### config.mk
export PLATFORM = sky130hd
export DESIGN_NAME = j_synch_rd_flat
export DESIGN_NICKNAME = d
export VERILOG_FILES = /design/src/rtl/j_synch_pkg.sv /design/src/rtl/j_synch_rd_if.sv /design/src/rtl/j_synch_ent.sv /design/src/rtl/j_synch_rd.sv /design/src/flat_wrapper.sv
export SDC_FILE = /design/constraint.sdc
export NUM_CORES = 1
export LEC_CHECK = 0
export ABC_AREA = 1
export CAP_MARGIN = 20
export CELL_PAD_IN_SITES_DETAIL_PLACEMENT = 0
export CELL_PAD_IN_SITES_GLOBAL_PLACEMENT = 1
export CORE_ASPECT_RATIO = 0.75
export CORE_UTILIZATION = 25
export DETAILED_ROUTE_END_ITERATION = 12
export PLACE_DENSITY_LB_ADDON = 0.1
export SLEW_MARGIN = 40
export SYNTH_ARGS = -nofsm -noshare
export SYNTH_HDL_FRONTEND = slang
export SYNTH_SLANG_ARGS = --single-unit
### constraint.sdc
create_clock -name sys_clk -period 1.85 [get_ports sys_clk]
set_input_delay 0.37 -clock sys_clk [delete_from_list [all_inputs] [get_ports sys_clk]]
set_output_delay 0.37 -clock sys_clk [all_outputs]
set_load 0.02 [all_outputs]
### src/rtl/j_synch_pkg.sv
// Shared definitions for the Jerry load-enable reader: control state encoding.
package j_synch_pkg;

    // Encoding 2'd3 is unused and recovers to ST_EMPTY on the next clock.
    typedef enum logic [1:0] {
        ST_EMPTY = 2'd0,
        ST_ONE   = 2'd1,
        ST_TWO   = 2'd2
    } state_t;

endpackage

### src/rtl/j_synch_rd_if.sv
// Writer/consumer bus of j_synch_rd: load strobes in, head data and status out.
interface j_synch_rd_if #(
    parameter int WIDTH = 16
);
    logic             cken;
    logic [WIDTH-1:0] d;
    logic             ld;
    logic [WIDTH-1:0] q;
    logic             q_valid;
    logic             q_ack;
    logic             full;
    logic             ovr;
    logic             ovr_clr;

    // Master is the writer plus consumer; slave is the skid store itself.
    modport master (
        output cken, d, ld, q_ack, ovr_clr,
        input  q, q_valid, full, ovr
    );

    modport slave (
        input  cken, d, ld, q_ack, ovr_clr,
        output q, q_valid, full, ovr
    );
endinterface

### src/rtl/j_synch_ent.sv
// One entry of the skid store: WIDTH-bit load-enabled register, async clear.
module j_synch_ent #(
    parameter int WIDTH = 16
) (
    input  logic             clk,
    input  logic             rst,
    input  logic             ld,
    input  logic [WIDTH-1:0] d,
    output logic [WIDTH-1:0] q
);

    // NOTE: sequential state uses non-blocking assignments so every flop samples pre-edge values.
    // NOTE: entries are plain flops, not a RAM, so clearing them on reset is legal and keeps q defined.
    always_ff @(posedge clk or posedge rst) begin
        if (rst) begin
            q <= '0;
        end else if (ld) begin
            q <= d;
        end
    end

endmodule

### src/rtl/j_synch_rd.sv
// Reader side of the Jerry load-enable flops: 2-entry skid store with
// valid/ack output and a sticky overrun flag.
module j_synch_rd
    import j_synch_pkg::*;
#(
    parameter int WIDTH    = 16,
    parameter int ACK_PIPE = 0
) (
    input  logic        sys_clk,
    input  logic        reset,
    j_synch_rd_if.slave bus
);

    state_t           state;
    state_t           state_nxt;
    logic             push;
    logic             pop;
    logic             ack_q;
    logic             ack_eff;
    logic             ovr_set;
    logic             h_ld;
    logic             t_ld;
    logic [WIDTH-1:0] h_d;
    logic [WIDTH-1:0] h_q;
    logic [WIDTH-1:0] t_q;

    assign push    = bus.ld & bus.cken;
    assign ack_eff = (ACK_PIPE != 0) ? ack_q : bus.q_ack;
    // Gating with q_valid drops a piped ack that arrives after the store drained.
    assign pop     = ack_eff & bus.q_valid;

    // NOTE: every output of this block gets a default first, so no latch is inferred.
    always_comb begin
        state_nxt = state;
        h_ld      = 1'b0;
        t_ld      = 1'b0;
        h_d       = bus.d;
        ovr_set   = 1'b0;
        case (state)
            ST_EMPTY: begin
                if (push) begin
                    h_ld      = 1'b1;
                    state_nxt = ST_ONE;
                end
            end
            ST_ONE: begin
                if (push && pop) begin
                    h_ld = 1'b1;
                end else if (push) begin
                    t_ld      = 1'b1;
                    state_nxt = ST_TWO;
                end else if (pop) begin
                    state_nxt = ST_EMPTY;
                end
            end
            ST_TWO: begin
                if (pop) begin
                    h_ld = 1'b1;
                    h_d  = t_q;
                    t_ld = push;
                    if (!push) begin
                        state_nxt = ST_ONE;
                    end
                end else if (push) begin
                    ovr_set = 1'b1;
                end
            end
            default: state_nxt = ST_EMPTY;
        endcase
    end

    always_ff @(posedge sys_clk or posedge reset) begin
        if (reset) begin
            state       <= ST_EMPTY;
            bus.q_valid <= 1'b0;
            bus.full    <= 1'b0;
            bus.ovr     <= 1'b0;
            ack_q       <= 1'b0;
        end else begin
            state       <= state_nxt;
            bus.q_valid <= (state_nxt != ST_EMPTY);
            bus.full    <= (state_nxt == ST_TWO);
            bus.ovr     <= ovr_set | (bus.ovr & ~bus.ovr_clr);
            ack_q       <= bus.q_ack;
        end
    end

    j_synch_ent #(.WIDTH(WIDTH)) u_head (
        .clk (sys_clk),
        .rst (reset),
        .ld  (h_ld),
        .d   (h_d),
        .q   (h_q)
    );

    j_synch_ent #(.WIDTH(WIDTH)) u_tail (
        .clk (sys_clk),
        .rst (reset),
        .ld  (t_ld),
        .d   (bus.d),
        .q   (t_q)
    );

    assign bus.q = h_q;

endmodule

### src/flat_wrapper.sv
// flat-port wrapper written by rule: the top's interface ports become plain ports
module j_synch_rd_flat import j_synch_pkg::*;
#(
    parameter int WIDTH    = 16,
    parameter int ACK_PIPE = 0
)
  (sys_clk, reset, bus_cken, bus_d, bus_ld, bus_q_ack, bus_ovr_clr, bus_q, bus_q_valid, bus_full, bus_ovr);
  j_synch_rd_if #(.WIDTH(WIDTH)) bus_i ();
  input  logic sys_clk;
  input  logic reset;
  input wire logic [$bits(bus_i.cken)-1:0] bus_cken;
  input wire logic [$bits(bus_i.d)-1:0] bus_d;
  input wire logic [$bits(bus_i.ld)-1:0] bus_ld;
  input wire logic [$bits(bus_i.q_ack)-1:0] bus_q_ack;
  input wire logic [$bits(bus_i.ovr_clr)-1:0] bus_ovr_clr;
  output wire logic [$bits(bus_i.q)-1:0] bus_q;
  output wire logic [$bits(bus_i.q_valid)-1:0] bus_q_valid;
  output wire logic [$bits(bus_i.full)-1:0] bus_full;
  output wire logic [$bits(bus_i.ovr)-1:0] bus_ovr;
  assign bus_i.cken = bus_cken;
  assign bus_i.d = bus_d;
  assign bus_i.ld = bus_ld;
  assign bus_i.q_ack = bus_q_ack;
  assign bus_i.ovr_clr = bus_ovr_clr;
  assign bus_q = bus_i.q;
  assign bus_q_valid = bus_i.q_valid;
  assign bus_full = bus_i.full;
  assign bus_ovr = bus_i.ovr;
  j_synch_rd #(.WIDTH(WIDTH), .ACK_PIPE(ACK_PIPE)) u_core (.sys_clk(sys_clk), .reset(reset), .bus(bus_i));
endmodule
==> results of run 1 <==
cell usage after synthesis, types with 3 or more instances:
master	count	area (µm²)
buf_2	3	15.0
buf_4	4	30.0
dfrtp_1	37	926
ha_1	4	50.1
inv_1	7	26.3
nand2_1	104	390
nand2_2	3	18.8
nand2_4	3	33.8
nand3_1	56	280
nor2_1	4	15.0
worst min-delay path by stage:
stage                                        start  slack [ps]                         endpoint  cells after the start
floorplan           u_core.u_tail.q[0]$_DFFE_PP0P_         440   u_core.u_tail.q[0]$_DFFE_PP0P_                      2
detailed placement  u_core.u_head.q[2]$_DFFE_PP0P_         460   u_core.u_head.q[2]$_DFFE_PP0P_                      2
finish                                       reset         430  u_core.u_head.q[14]$_DFFE_PP0P_                      3
global route                                 reset         470   u_core.u_head.q[6]$_DFFE_PP0P_                      3
CTS                                          reset         440   u_core.u_head.q[6]$_DFFE_PP0P_                      3
global placement    u_core.u_tail.q[1]$_DFFE_PP0P_         450   u_core.u_tail.q[1]$_DFFE_PP0P_                      2
metal layers:
layer	wire, µm	share of wire [%]	track usage, %
met5	0	0	0
met2	1900	39	17.6
met3	185	3.8	3.58
met4	47	0.96	4.35
met1	2790	57	21.8
area by class of cell:
| class | instances | area (µm²) | area share, % |
|---|---|---|---|
| inverter | 9 | 33.8 | 1.33 |
| multi-input combinational | 178 | 822 | 32.3 |
| tap | 98 | 123 | 4.83 |
| clock buffer | 7 | 86.3 | 3.40 |
| sequential | 37 | 926 | 36.4 |
| timing repair buffer | 51 | 520 | 20.5 |
| clock inverter | 1 | 30.0 | 1.18 |
kinds of logic (layout without fill, tap and decap cells):
| logic type | count (synthesis) | count (layout) | synth area share [%] |
|---|---|---|---|
| buffers and inverters | 20 | 68 | 5.86 |
| and+or+nand+nor | 172 | 172 | 41.0 |
| DFF | 37 | 37 | 49.9 |
| adders and majority gates | 4 | 4 | 2.70 |
| AOI/OAI and AO/OA | 2 | 2 | 0.539 |
registers in the layout (all words and copies together), names as in the netlist:
signal              count
u_core.state            2
u_core.bus.q_valid      1
u_core.bus.full         1
u_core.u_tail.q        16
u_core.u_head.q        16
u_core.bus.ovr          1
power groups by stage:
stage	sequential, µW	combinational (µW)	clock, µW
after detailed placement	1360	1840	0
final	1340	1810	738
after floorplan	1560	870	0
after global placement	1370	1830	0
after CTS	1340	1840	770
after global routing	1380	2010	802
through the flow:
step / power (µW) / hold slack, ps / instance area [µm²] / utilization [%] / instances
after CTS: 3950 / 437 / 2540 / 36.3 / 381
after global routing: 4200 / 468 / 2540 / 36.3 / 381
after floorplan: 2430 / 443 / 1860 / - / 235
after global placement: 3200 / 455 / 2420 / 34.7 / 373
after detailed placement: 3200 / 458 / 2420 / 34.7 / 373
final: 3890 / 432 / 2540 / 36.3 / 381
==> run metrics, run 1 <==
Crit path depth 1; syn nets 261; crit path buf inv count 1; grt ovf 0; status complete, no violations; slowest library cell on the worst path clkdlybuf4s50_1; # hold bufs at CTS 0; Peak Freq 610 MHz; TritonCTS clock tree yes; Die Wd 102 µm; crit-path max cell delay 620 ps; R2R Path Start u_core.state[0]$_DFF_PP0_; worst path cell trace clkdlybuf4s50_1; Max-slew headroom 78.1%; Clk pin slew, worst setup/hold paths 80 ps; Final setup violation count 0; CP delay by family, top buffers and inverters; crit path to bus_q[12]; CTS buffer count 5; Antenna diodes 0; # rows 26; cell count after synthesis 235; max_cap viols 0; post-CTS setup buffers 0; drt first pass iters 4; CP Data Required Time 1480 ps; cts repair resizes 0; first-pass GRT wire length 8.13 mm; crit path max fanout 2; pin count of the biggest net entering global routing 38; die area 7780 µm²; Combinational Power Share 46.5%; vias per cell 4.20; syn_area_per_cell 7.90 µm²; H-tree levels 2; CP startpoint u_core.u_head.q[12]$_DFFE_PP0P_; I/O pin cnt 41; post-synthesis cell type count 17; Port-buffer cells 40; Crit. End Element output port; Switching Share 39.4%; sequential share of power 34.5%; minimum clock period 1640 ps; DRT Wirelength 4.92 mm; post-synthesis register bit count 37; starting density of the core 26.5%; Worst R2R End u_core.u_head.q[4]$_DFFE_PP0P_; Hold Vio Cnt, Final 0; vias in the first global route 1552; sequential fraction of the synthesis area 49.9%; Critical Path AT 1270 ps; clk_lat worst skew 290 ps; # fillers 721; Sink Count 37; prevailing post-synth register cell dfrtp_1; CORE AREA 6990 µm²; Routed wire per std cell 12.9 µm; RSZ-0062 raised after global routing no; PD cells 1530 nW/µm²; share of post-route cells with drive strength above 1 9.54%; detailed placement HPWL 3.52 mm; Async S/R FF share, synth 100%; R2R cell count 7; Pint 2350 µW; Final Slew Violations 0; Hold Crit Class in2async; gr usage total 13.8%; Iter 0 DRT Violations 67; yosys warns 0; synthesis-to-finish area growth 36.9%; initial antenna violation count 0; IR drop worst, VDD 0.000598 V; CP startpoint kind flip-flop; RePlAce Congestion 0.701; DRC viols 0; mapped cell area 1860 µm²; leading cell type in the layout, fill and taps excluded nand2_1; Psw 1530 µW; Pleak 0.00132 µW; Post-DRT Antenna Nets 0; Least-Margin Pin Slew 329 ps; die extent in y 76.6 µm; via count 1602; clock share of power 19.0%; pre-CTS WS 84.9 ps; WS Path Type reg2out; clock skew 9.00 ps; nets@finish 308; TNS Setup 0 ps; worst setup margin 212 ps; number of synthesized flops with an enable pin 0; fin crit share 88.5%; Max Root-Sink Buffers 2; FF-to-FF setup slack 250 ps; clock root buffer clkbuf_8; commonest non-fill, non-tap cells in the layout 104 x nand2_1, 56 x nand3_1, 40 x clkdlybuf4s50_1
Note: power is estimated with default switching activity, not from simulation.
==> inputs of run 2 (changes only) <==
--- a/config.mk
+++ b/config.mk
@@ -11,6 +11,7 @@
 export CELL_PAD_IN_SITES_GLOBAL_PLACEMENT = 1
 export CORE_ASPECT_RATIO = 0.75
 export CORE_UTILIZATION = 25
+export CTS_CLUSTER_DIAMETER = 60
 export DETAILED_ROUTE_END_ITERATION = 12
 export PLACE_DENSITY_LB_ADDON = 0.1
 export SLEW_MARGIN = 40
==> results of run 2 <==
The final DEF is identical to that of run 1; final timing and power are the same.
==> inputs of run 3 (changes only) <==
--- a/config.mk
+++ b/config.mk
@@ -6,12 +6,12 @@
 export NUM_CORES = 1
 export LEC_CHECK = 0
 export ABC_AREA = 1
+export ABC_CLOCK_PERIOD_IN_PS = 1850
 export CAP_MARGIN = 20
 export CELL_PAD_IN_SITES_DETAIL_PLACEMENT = 0
 export CELL_PAD_IN_SITES_GLOBAL_PLACEMENT = 1
 export CORE_ASPECT_RATIO = 0.75
 export CORE_UTILIZATION = 25
-export CTS_CLUSTER_DIAMETER = 60
 export DETAILED_ROUTE_END_ITERATION = 12
 export PLACE_DENSITY_LB_ADDON = 0.1
 export SLEW_MARGIN = 40
==> results of run 3 <==
The final DEF is identical to that of run 1; final timing and power are the same.
